`src/rtl/mod_74x161_n.sv`:
```
// Cascade of STAGES 74x161-style 4-bit synchronous counters forming a (4*STAGES)-bit counter.
// Define MOD_74X161_N_UPDOWN_EN to add the UP port for up/down counting.
module mod_74x161_n #(
    parameter int STAGES = 4
) (
    input  logic                  CLK,
    input  logic                  RST,
    input  logic                  LOAD_n,
    input  logic                  ENP,
    input  logic                  ENT,
`ifdef MOD_74X161_N_UPDOWN_EN
    input  logic                  UP,
`endif
    input  logic [4*STAGES-1:0]   D,
    output logic [4*STAGES-1:0]   Q,
    output logic [STAGES-1:0]     RCO_STAGE,
    output logic                  RCO
);

    logic              up_dir;
    logic [3:0]        term_val;
    logic [STAGES-1:0] stage_tc;
    logic [STAGES-1:0] stage_ent;
    logic [STAGES-1:0] stage_rco;

`ifdef MOD_74X161_N_UPDOWN_EN
    assign up_dir = UP;
`else
    assign up_dir = 1'b1;
`endif

    // Terminal count is 15 when counting up and 0 when counting down.
    assign term_val = up_dir ? 4'hF : 4'h0;

    // Carry chain walked with a local accumulator: each stage's ENT is the previous stage's RCO.
    always_comb begin
        logic ent_acc;
        stage_ent = '0;
        stage_rco = '0;
        ent_acc   = ENT;
        for (int k = 0; k < STAGES; k++) begin
            stage_ent[k] = ent_acc;
            stage_rco[k] = ent_acc & stage_tc[k];
            ent_acc      = stage_rco[k];
        end
    end

    // Carries are forced low while reset is held, even if the reset value is a terminal count.
    assign RCO_STAGE = stage_rco & {STAGES{~RST}};
    assign RCO       = RCO_STAGE[STAGES-1];

    genvar k;
    generate
        for (k = 0; k < STAGES; k++) begin : g_stage
            logic [3:0] stage_q;

            always_ff @(posedge CLK or posedge RST) begin
                if (RST) begin
                    stage_q <= 4'h0;
                end else if (!LOAD_n) begin
                    stage_q <= D[4*k +: 4];
                end else if (ENP && stage_ent[k]) begin
                    stage_q <= up_dir ? stage_q + 4'd1 : stage_q - 4'd1;
                end
            end

            assign stage_tc[k]  = (stage_q == term_val);
            assign Q[4*k +: 4]  = stage_q;
        end
    endgenerate

endmodule

```
`config.mk`:
```
export PLATFORM = sky130hd
export DESIGN_NAME = mod_74x161_n
export DESIGN_NICKNAME = d
export VERILOG_FILES = /design/src/rtl/mod_74x161_n.sv
export SDC_FILE = /design/constraint.sdc
export NUM_CORES = 1
export LEC_CHECK = 0
export BUFFER_PORTS_ARGS = -buffer_cell sky130_fd_sc_hd__buf_4
export CAP_MARGIN = 20
export CORE_UTILIZATION = 50
export CTS_BUF_LIST = sky130_fd_sc_hd__clkbuf_4 sky130_fd_sc_hd__clkbuf_8 sky130_fd_sc_hd__clkbuf_16
export DETAILED_ROUTE_END_ITERATION = 8
export PLACE_DENSITY = 0.89
export SLEW_MARGIN = 20
export SYNTH_ARGS = -nofsm -noshare
export SYNTH_HDL_FRONTEND = slang
export SYNTH_SLANG_ARGS = --single-unit
```
`constraint.sdc`:
```
create_clock -name CLK -period 3.6 [get_ports CLK]
set_input_delay 0.72 -clock CLK [delete_from_list [all_inputs] [get_ports CLK]]
set_output_delay 0.72 -clock CLK [all_outputs]
set_load 0.02 [all_outputs]
```
Word level (Yosys, flattened, before mapping). Index checks and enable logic that the tools add are counted. Widths: inputs -> output; s select.

Register bits after elaboration: 16. Bits of input ports: 21. Output and inout bits: 21. Word-level logic and storage cells: 34.

Mux-type cells: 8. Add/sub/neg operators: 4. Bitwise logic cells: 6. Reduce and logical (&&, ||, !) cells: 4. Equal/unequal tests: 8.

Operators by type and width (count): $mux 4 (8); $add 4x1->4 const B (4); $eq 4x4->1 const B (4); $ne 2x1->1 const B (4); $and 1x1->1 (4); $and 4x4->4 (1); $logic_and 1x1->1 (4); $not 1->1 (1).

Logic depth before layout (Yosys ltp).
Depth in word-level cells: 7. Mapped depth: 6. Mapped depth without buffers: 5.

Worst setup path after synthesis. No wires, ideal clock.

Kind: flip-flop to output port. Start point: register g_stage[0].stage_q[0]. End point: output port RCO_STAGE[3]. Stages on the path, launching flop included: 7. Required time: 2.880 ns. Slack: 0.964 ns. Arrival: 1.916 ns. Buffers on the path: 1. Path through: dfrtp_1 ha_1 nand2_1 or3_4 nor3_4 and4_1 buf_4.

Cells in the longest elaborated chain, start to end: 6.

RTL lines: start, declared (line 55) `logic [3:0] stage_q;`; start signal, assigned (line 61) `stage_q <= D[4*k +: 4];`; start signal, assigned (line 63) `stage_q <= up_dir ? stage_q + 4'd1 : stage_q - 4'd1;`; $eq 4x4->1 (line 67) `assign stage_tc[k] = (stage_q == term_val);`; $and 1x1->1 (4 in a row) (line 43) `stage_rco[k] = ent_acc & stage_tc[k];`; $and 4x4->4 (line 49) `assign RCO_STAGE = stage_rco & {STAGES{~RST}};`; end, declared (line 16) `output logic [STAGES-1:0] RCO_STAGE,`.

Every way passes these cells.

Worst setup path in the final report. Ends and elaborated chain as after synthesis.

==> impl_metrics.tcl <==
set metrics [dict create \
    status "finished clean" \
    place_hpwl_mm 1.64 \
    drv_slew 0 \
    die-area_um2 2120 \
    initial_core_util_pct 55.0 \
    regToRegStartpoint "g_stage[0].stage_q[0]" \
    timing.rr.end "g_stage[3].stage_q[3]" \
    critPathCaptureType "output port" \
    ys.flop_type "dfrtp_1" \
    p_per_area_nw_per_um2 369 \
    yosysMostFrequentCell "nor2_1" \
    regToRegSetupSlack_ps 1870 \
    crit_path_start_kind "flop" \
    rsz0062_at_grt "no" \
    p_int_mw 0.326 \
    vias_per_cell 5.26 \
    gp_congestion 0.763 \
    final.setup.worst_slack_ps 1030 \
    cts-htree-levels 1 \
    antenna_found_initial 0 \
    setup_viol 0 \
    regMostFlops "g_stage.stage_q" \
    min_period_over_period_pct 71.4 \
    clock_skew_ps 2.82 \
    async_flop_share_pct 100 \
    drt_first_pass_iters 4 \
    clk_path_buf_depth 2 \
    tns_ps 0 \
    clock_power_share_pct 25.0 \
    final_net_count 169 \
    holdWs_ps 504 \
    synth_cell_types 23 \
    rows 15 \
    fmax_mhz 389 \
    die_h_um 46.0 \
    power.switching_mw 0.161 \
    synthToLayoutAreaGrowth_pct 36.4 \
    grtUsageTotal_pct 22.4 \
    cts-resized-gates 0 \
    cp_top_family "simple AND/OR/NAND/NOR gates" \
    cts_root_buf "clkbuf_4" \
    fin_cells 168 \
    layout-drive-gt1-share_pct 35.7 \
    routed_wl_mm 2.10 \
    grt_pass1_wl_mm 3.39 \
    crit_start "g_stage[0].stage_q[0]" \
    cts_buffers 3 \
    vias 883 \
    core_area_um2 1760 \
    ys_warn_count 0 \
    min_path_type "in -> async" \
    drv_cap 0 \
    first_global_vias 828 \
    slowest_delay_ps 420 \
    reg_top3 "g_stage.stage_q x16" \
    arrival_ps 1850 \
    largest_reg_flops 16 \
    period_needed_ps 2570 \
    pwr-share-seq_pct 45.4 \
    synthTopCellsByCount "18 x nor2_1, 16 x a21oi_1, 16 x dfrtp_1" \
    dp_cells 164 \
    drc 0 \
    io_buffers 41 \
    yosys-top-cells-area "dfrtp_1 41%, a21oi_1 8.3%, xnor2_1 8.1%, nor2_1 7.0%, ha_1 5.2%" \
    path_cells "ha_1, nand2_1, or3_4, nor3_4, and4_1, buf_4" \
    diodes 0 \
    clock_latency_ps 290 \
    yosysTopAreaCell "dfrtp_1" \
    slew-limit-headroom_pct 58.5 \
    detail-route-antenna-nets 0 \
    timing_hold_violations_final 0 \
    p_total_mw 0.488 \
    netlist_area_um2 970 \
    p_sw_share_pct 33.1 \
    synth_top_area_share_pct 41.3 \
    cp_max_fo 4 \
    seq_area_frac_synth_pct 41.3 \
    detail_route.wl_per_cell_um 12.5 \
    drt_iter0_drc 10 \
    worstPathRequired_ps 2880 \
    crit_buf_inv 1 \
    ctsHoldBuffers 0 \
    ios 42 \
    pwr-share-comb_pct 29.7 \
    numClockSinks 16 \
    grt_overflow 0 \
    tightestPinTransition_ps 622 \
    synthCells 103 \
    post-cts-setup-buffers 0 \
    worstRegToRegCells 5 \
    critPathKind "reg -> out" \
    synth-edff-count 0 \
    grt_max_degree 34 \
    p_leak_nw 0.613 \
    cts_tree "done" \
    ys_seq_elements 16 \
    path_clk_slew_ps 100 \
    slowest_stage "dfrtp_1" \
    syn_area_per_cell_um2 9.41 \
    dp_slack_ps 1150 \
    vdd_drop_max_mv 0.259 \
    synthesis.nets 128 \
    die_w_um 46.0 \
]
-- worst max-delay path by stage --
| stage | to | depth (start not counted) |
|---|---|---|
| 5_1_grt | RCO | 6 |
| 2_1_floorplan | RCO_STAGE[3] | 6 |
| 3_3_place_gp | RCO_STAGE[3] | 5 |
| 6_report | RCO_STAGE[3] | 6 |
| 4_1_cts | RCO | 6 |
| 3_5_place_dp | RCO | 6 |
-- cell families after synthesis --
logic type               count (synthesis)  synth area share, %
flip-flops                              16                 41.3
AND/OR/NAND/NOR                         41                 26.1
XOR/XNOR                                11                 9.94
multiplexers                             4                 4.13
adder cells (fa/ha/maj)                  4                 5.16
buffers and inverters                   10                 4.26
AO/OA/AOI/OAI                           17                 9.16
-- metal layers --
metal  part of all wire, %  track usage, %  wire (µm)  up-vias
met5                     0               0          0        -
met4                   1.7            10.6         36        0
met3                   5.4            2.38        113        5
met2                    51            40.6       1060       31
met1                    42            25.9        890      411
li1                      -               -          -      436
-- final cells by class --
| type | instances | area, µm² |
|---|---|---|
| fill | 144 | 442 |
| tap | 25 | 31.3 |
| sequential | 16 | 400 |
| multi-input combinational | 77 | 528 |
| inverter | 5 | 18.8 |
| clock buffer | 4 | 36.3 |
| timing repair buffer | 41 | 308 |
-- worst reg2reg max path: cells and delay by family (launching register included) --
kind / cells / cell delay, ps
adder cells (fa/ha/maj): 1 / 230
flip-flops: 1 / 420
AND/OR/NAND/NOR: 2 / 580
AO/OA/AOI/OAI: 2 / 400
-- layout by cell type, fill, tap and decap left out, types with 2 or more instances in the layout --
master and instances:
buf_4 41, ha_1 4, nor3_1 3, nand3_1 5, nor4_1 3, nand3_4 2
clkbuf_4 3, nor2_1 18, xnor2_1 9, inv_1 5, nand2_1 3, dfrtp_1 16
xor2_1 2, mux2i_1 4, a21oi_1 16
-- metrics by stage --
step                util (%)  instance area, µm²
floorplan                  -                 970
global placement        72.9                1290
CTS                     75.0                1320
detailed placement      72.9                1290
finish                  75.0                1320
global route            75.0                1320
-- power by group through the flow --
stage          sequential, mW  clock (mW)  combinational (mW)
3_5_place_dp            0.224           0               0.146
2_1_floorplan           0.243           0              0.0640
5_1_grt                 0.224       0.130               0.158
4_1_cts                 0.221       0.124               0.146
6_report                0.221       0.122               0.145
3_3_place_gp            0.223           0               0.141
Power figures use the tool's default switching activity.
